--- src/rtl/edge_event_fifo.sv ---
// edge_event_fifo: timestamps non-zero edge pulse vectors and buffers them
// in a circular FIFO with a show-ahead valid/ready read port. Overflow is
// sticky and dropped events are counted (saturating).
module edge_event_fifo #(
    parameter int unsigned DEPTH = 8,
    parameter int unsigned TS_W  = 12
) (
    input  logic                      clk,
    input  logic                      rst,
    input  logic [3:0]                eddect,
    output logic [TS_W+3:0]           out_data,
    output logic                      out_valid,
    input  logic                      out_ready,
    output logic [$clog2(DEPTH):0]    level,
    output logic                      overflow,
    output logic [7:0]                drop_cnt,
    input  logic                      clr_ovf
);

    localparam int unsigned AW = $clog2(DEPTH);
    localparam int unsigned PW = AW + 1;
    localparam int unsigned EW = TS_W + 4;

    logic [EW-1:0]   mem_q [DEPTH];
    logic [PW-1:0]   wr_ptr_q, wr_ptr_d;
    logic [PW-1:0]   rd_ptr_q, rd_ptr_d;
    logic [PW-1:0]   level_q, level_d;
    logic [TS_W-1:0] ts_q, ts_d;
    logic [EW-1:0]   out_data_q, out_data_d;
    logic            out_valid_q, out_valid_d;
    logic            overflow_q, overflow_d;
    logic [7:0]      drop_cnt_q, drop_cnt_d;

    logic            push_req, pop, full, push_ok, drop;
    logic [EW-1:0]   entry, head_d;
    logic [AW-1:0]   rd_idx_d;

    // Next-state: pointers, level, show-ahead head, overflow bookkeeping.
    always_comb begin
        push_req = |eddect;
        pop      = out_valid_q & out_ready;
        // Same index with differing wrap bits means full.
        full     = (wr_ptr_q ^ rd_ptr_q) == {1'b1, AW'(0)};
        push_ok  = push_req & (~full | pop);
        drop     = push_req & full & ~pop;
        entry    = {ts_q, eddect};

        wr_ptr_d = wr_ptr_q + PW'(push_ok);
        rd_ptr_d = rd_ptr_q + PW'(pop);
        level_d  = level_q + PW'(push_ok) - PW'(pop);
        ts_d     = ts_q + TS_W'(1);

        // Bypass the new entry when it lands exactly at the next head slot.
        rd_idx_d = rd_ptr_d[AW-1:0];
        if (push_ok && (wr_ptr_q[AW-1:0] == rd_idx_d)) begin
            head_d = entry;
        end else begin
            head_d = mem_q[rd_idx_d];
        end
        out_valid_d = (level_d != '0);
        out_data_d  = out_valid_d ? head_d : out_data_q;

        // A drop in the same cycle as a clear wins.
        overflow_d = overflow_q;
        drop_cnt_d = drop_cnt_q;
        if (clr_ovf) begin
            overflow_d = 1'b0;
            drop_cnt_d = 8'd0;
        end
        if (drop) begin
            overflow_d = 1'b1;
            if (clr_ovf) begin
                drop_cnt_d = 8'd1;
            end else if (drop_cnt_q != 8'hFF) begin
                drop_cnt_d = drop_cnt_q + 8'd1;
            end
        end
    end

    // State registers with synchronous reset.
    always_ff @(posedge clk) begin
        if (rst) begin
            wr_ptr_q    <= '0;
            rd_ptr_q    <= '0;
            level_q     <= '0;
            ts_q        <= '0;
            out_data_q  <= '0;
            out_valid_q <= 1'b0;
            overflow_q  <= 1'b0;
            drop_cnt_q  <= 8'd0;
        end else begin
            wr_ptr_q    <= wr_ptr_d;
            rd_ptr_q    <= rd_ptr_d;
            level_q     <= level_d;
            ts_q        <= ts_d;
            out_data_q  <= out_data_d;
            out_valid_q <= out_valid_d;
            overflow_q  <= overflow_d;
            drop_cnt_q  <= drop_cnt_d;
        end
    end

    // Entry storage; no push is taken in a reset cycle.
    always_ff @(posedge clk) begin
        if (!rst && push_ok) begin
            mem_q[wr_ptr_q[AW-1:0]] <= entry;
        end
    end

    assign out_data  = out_data_q;
    assign out_valid = out_valid_q;
    assign level     = level_q;
    assign overflow  = overflow_q;
    assign drop_cnt  = drop_cnt_q;

endmodule

--- config.mk ---
export PLATFORM = sky130hd
export DESIGN_NAME = edge_event_fifo
export DESIGN_NICKNAME = d
export VERILOG_FILES = /design/src/rtl/edge_event_fifo.sv
export SDC_FILE = /design/constraint.sdc
export NUM_CORES = 1
export LEC_CHECK = 0
export ABC_AREA = 0
export CAP_MARGIN = 20
export CORE_MARGIN = 1.5
export CORE_UTILIZATION = 45
export CTS_CLUSTER_SIZE = 28
export DETAILED_ROUTE_END_ITERATION = 7
export PLACE_DENSITY = 0.67
export SLEW_MARGIN = 10
export SYNTH_ARGS = -nofsm -noshare
export SYNTH_HDL_FRONTEND = slang
export SYNTH_SLANG_ARGS = --single-unit
--- constraint.sdc ---
create_clock -name clk -period 9.12 [get_ports clk]
set_input_delay 1.368 -clock clk [delete_from_list [all_inputs] [get_ports clk]]
set_output_delay 1.368 -clock clk [all_outputs]
set_load 0.01 [all_outputs]
Yosys cells after proc, flatten, opt, wreduce, memory -nomap -nowiden

Memory sizes are Yosys's and may differ from the RTL's. A register that Yosys moved wholly into a read port is not among the register bits.
Cells that the tools add are included.

Register bits: 34
Memory bits (writable): 128
Output and inout port bits: 30
Input port bits: 8
Memories: 1
Logic and storage cells: 37

Memories:

| name  | depth | bits a word | read ports | clocked after Yosys merged registers in | wr ports | line | RTL |
|---|---|---|---|---|---|---|---|
| mem_q | 8     | 16          | 1          | 1                                       | 1        | 24   | `logic [EW-1:0] mem_q [DEPTH];` |

Reductions and logical operators: 5
Bitwise gates (word level): 8
Add/sub/neg operators: 6
Muxes and demuxes: 8
Eq/ne operators: 2

Operators by type and width:

| operator                                                         | number |
|---|---|
| 8-bit 2-to-1 mux                                                 | 4 |
| 12-bit by 1-bit adder with 12-bit output (second input constant) | 1 |
| 4-bit by 1-bit adder with 4-bit output                           | 3 |
| 8-bit by 1-bit adder with 8-bit output (second input constant)   | 1 |
| 8-bit != test (second input constant)                            | 1 |
| 1-bit bitwise AND                                                | 4 |
| 4-bit == test (second input constant)                            | 1 |
| 1-bit 2-to-1 mux                                                 | 4 |
| 4-bit nonzero test                                               | 1 |
| 4-bit OR reduction                                               | 1 |
| 4-bit by 1-bit subtractor with 4-bit output                      | 1 |
| 4-bit bitwise XOR                                                | 1 |
| 1-bit inverter                                                   | 2 |
| 2-bit nonzero test                                               | 1 |
| 1-bit logical AND                                                | 1 |
| 1-bit logical NOT                                                | 1 |
| 1-bit OR                                                         | 1 |

Depth between registers and ports, before layout

Depth after elaboration: 8
Gate-level depth with buffers: 15
Depth with buffers taken out: 12

Worst setup path after synthesis

No wires, ideal clock.

Path kind: input -> register
Start: in out_ready
End: mem mem_q[4][0] in the netlist's numbering, enable pin
Required time: 8.684 ns
Arrival: 3.659 ns
Stages: 4
Path buffers: 0
Path slack: 5.025 ns
Cells stage by stage: nand2_1 a21oi_1 nand2_1 nor4b_1

Longest elaborated chain between the ends: 6

RTL lines:

| item                                   | line | RTL |
|---|---|---|
| start: declaration                     | 13   | `input logic out_ready,` |
| 1-bit bitwise AND                      | 41   | `pop = out_valid_q & out_ready;` |
| 1-bit OR                               | 44   | `push_ok = push_req & (~full \| pop);` |
| 1-bit bitwise AND                      | 44   |  |
| 1-bit logical AND                      | 105  | `if (!rst && push_ok) begin` |
| 1-bit 2-to-1 mux                       | 105  |  |
| 1-bit 2-to-1 mux (implied by the code) | 106  | `mem_q[wr_ptr_q[AW-1:0]] <= entry;` |
| end: declaration                       | 24   |  |

No other way between the ends.

Worst setup path in the final report

Start: in out_ready
End: reg out_data_q[5], in the netlist out_data[5] (read register of mem_q)

RTL lines:

| item                                   | line | RTL |
|---|---|---|
| 1-bit bitwise AND                      | 41   |  |
| 4-bit by 1-bit adder with 4-bit output | 49   | `rd_ptr_d = rd_ptr_q + PW'(pop);` |
| via rd_ptr_d[1]                        | 26   | `logic [PW-1:0] rd_ptr_q, rd_ptr_d;` |
| end: declaration                       | 29   | `logic [EW-1:0] out_data_q, out_data_d;` |

The timed path passes the listed nets, and every way through them passes these cells.
A chain may end at the register's enable or synchronous reset.

==> metrics.yaml <==
timing:
  finalSetupViolCount: 0
  fin_ws_ps: 4160
  slew_headroom_pct: 27.1
  finalCriticalPeriod_ps: 4960
  clock-skew-final_ps: 5.31
  rsz0062_at_grt: "false"
  clock.fmax_mhz: 202
  fin_crit_sh_pct: 54.4
  drv_slew: 0
  fin_setup_tns_ps: 0
  timing_hold_violations_final: 0
  worstMarginPinSlew_ps: 1090
  whs_ps: 472
yosys:
  syn_area_per_cell_um2: 14.3
  yosys-top-cells-area: "edfxtp_1 53%, dfxtp_1 14%, mux4_2 4.9%, a21oi_1 2.7%, mux2_2 2.5%"
  synthArstFlopShare_pct: 0
  yosysSeqAreaShare_pct: 66.2
  synthFlopType: "edfxtp_1"
  yosysMostFrequentCell: "edfxtp_1"
  synth_cell_types: 49
  synth-seq-cells: 178
  synth_top_area_cell: "edfxtp_1"
  synth_edf_count: 128
  syn-num-nets: 528
  syn_inst: 510
  syn_area_mm2: 0.00732
  synth_top_area_share_pct: 52.5
  synth_warnings: 0
  synth_common_cells: "128 x edfxtp_1, 50 x dfxtp_1, 40 x a21oi_1"
finish:
  nNetsFinal: 565
  layoutNonFillerInstCount: 776
  fin_area_mm2: 0.00863
  syn2layout_area_growth_pct: 17.9
  drive_gt1_share_pct: 15.9
  fin_util_pct: 54.3
  n_antenna_cell: 0
detailed_routing:
  final_antenna_net_count: 0
  viasPerCell: 5.84
  firstDrtPassIters: 5
  wire_per_inst_um: 20.5
  route.detailed.drc: 0
  via_count: 4529
  routed_wl_um: 15900
  dr.first_iter.drc_count: 323
clock_network:
  cts.clk_slew.worst_paths_ps: 60
  post_cts.repair.setup_buffers: 0
  clock-root-buffer: "clkbuf_16"
  clkLatencyLatePin_ps: 430
  h-tree-depth: 4
  clock_path_buffers: 2
  cts_tree: "yes"
  cts_made_buffers: 17
  cts_hold_buf: 0
  cts_resized: 0
  cts_sinks: 178
floorplanning:
  ios: 38
  core_mm2: 0.0159
  die_y_um: 131
  row_count: 46
  die_w_um: 131
  die-area_mm2: 0.0170
  start_util_pct: 46.1
power_and_ir_drop:
  clock_power_share_pct: 34.8
  p_sw_mw: 0.616
  p_int_mw: 1.64
  total_power_mw: 2.25
  p_comb_share_pct: 22.0
  p_sw_share_pct: 27.4
  p_leak_nw: 2.85
  ir_drop_v: 0.000178
  powerDensity_mw_per_mm2: 261
  p_seq_share_pct: 43.2
global_routing:
  grt_max_degree: 67
  grtUsageTotal_pct: 20.0
  grt-ovfl-total: 0
  grt_pass1_wl_um: 24900
  antenna_found_initial: 0
  first_global_vias: 4530
setup_path:
  worstSetupStartpointType: "input pin"
  crit_type: "input pin to flip-flop"
  cp.arrival_ps: 5300
  critical_path_peak_fanout: 18
  endpoint_kind: "flip-flop"
  critical_path_required_ps: 9460
status:
  status: "finished clean"
flow_run:
  drv_cap: 0
placed_design:
  place_area_mm2: 0.00799
  place_hpwl_um: 9200
  gp_congestion: 0.786
  pre_cts_ws_ps: 3790
  dp.cells: 744
  portBuffers: 37
min_path:
  hp-class: "flip-flop to flip-flop"
## sequential cells by signal (all words and copies together) (netlist names)
register,count
level,4
drop_cnt,8
out_valid,1
out_data,16
overflow,1
mem_q,128
wr_ptr_q,4
ts_q,12
rd_ptr_q,4
## routing by layer
metal  vias up  GRT usage (%)  share of wire [%]
met5         -              0                  0
met2       138           33.3                 51
li1       2081              -                  -
met3        24           4.80                4.4
met4         0           8.21                2.0
met1      2286           25.4                 43
## power groups by stage
stage / combinational, mW / sequential [mW] / clock, mW
global placement: 0.480 / 0.988 / 0
CTS: 0.498 / 0.975 / 0.797
finish: 0.495 / 0.974 / 0.784
global route: 0.537 / 0.982 / 0.830
detailed placement: 0.492 / 0.991 / 0
floorplan: 0.311 / 0.990 / 0
## final timing paths
| path | cells after the start | slack (ps) | from | to |
|---|---|---|---|---|
| setup / recovery | 10 | 4160 | out_ready | out_data[5] |
| hold / removal | 2 | 470 | overflow | overflow |
| setup reg to reg | 9 | 5210 | out_valid | out_data[5] |
| hold reg to reg | 2 | 470 | overflow | overflow |
## cell usage in the layout, fill, tap and decap left out, drive strengths merged, types with 18 or more instances in the layout
| cell type | n |
|---|---|
| nor2 | 24 |
| edfxtp | 128 |
| dfxtp | 50 |
| clkdlybuf4s50 | 37 |
| clkbuf | 18 |
| a21oi | 40 |
| nor2b | 22 |
## critical path, cell delays in order
cell	delay, ps
clkdlybuf4s50_1	410
nand2_1	260
inv_1	80
ha_2	180
ha_1	730
clkinv_1	790
nand2_1	860
o22ai_1	170
a211o_1	270
a21oi_1	160
## cells by family (layout without fill, tap and decap cells)
group                    after synthesis  count (layout)  share of synthesized area, %
multiplexers                          33              33                          7.52
AND/OR/NAND/NOR                      106             106                          8.04
XOR/XNOR                              23              23                          2.75
flip-flops                           178             178                          66.2
adder cells (fa/ha/maj)               10              10                          1.81
buffers and inverters                 42              92                          2.43
AO/OA/AOI/OAI                        118             118                          11.2
## area by class of cell
cell class | instances | area, um2
Timing Repair Buffer | 51 | 475
Multi-Input combinational cell | 290 | 2370
Clock buffer | 18 | 429
Tap cell | 216 | 270
Sequential cell | 178 | 4840
Clock inverter | 14 | 210
Fill cell | 1289 | 7260
Inverter | 9 | 33.8
Power figures use the tool's default switching activity.
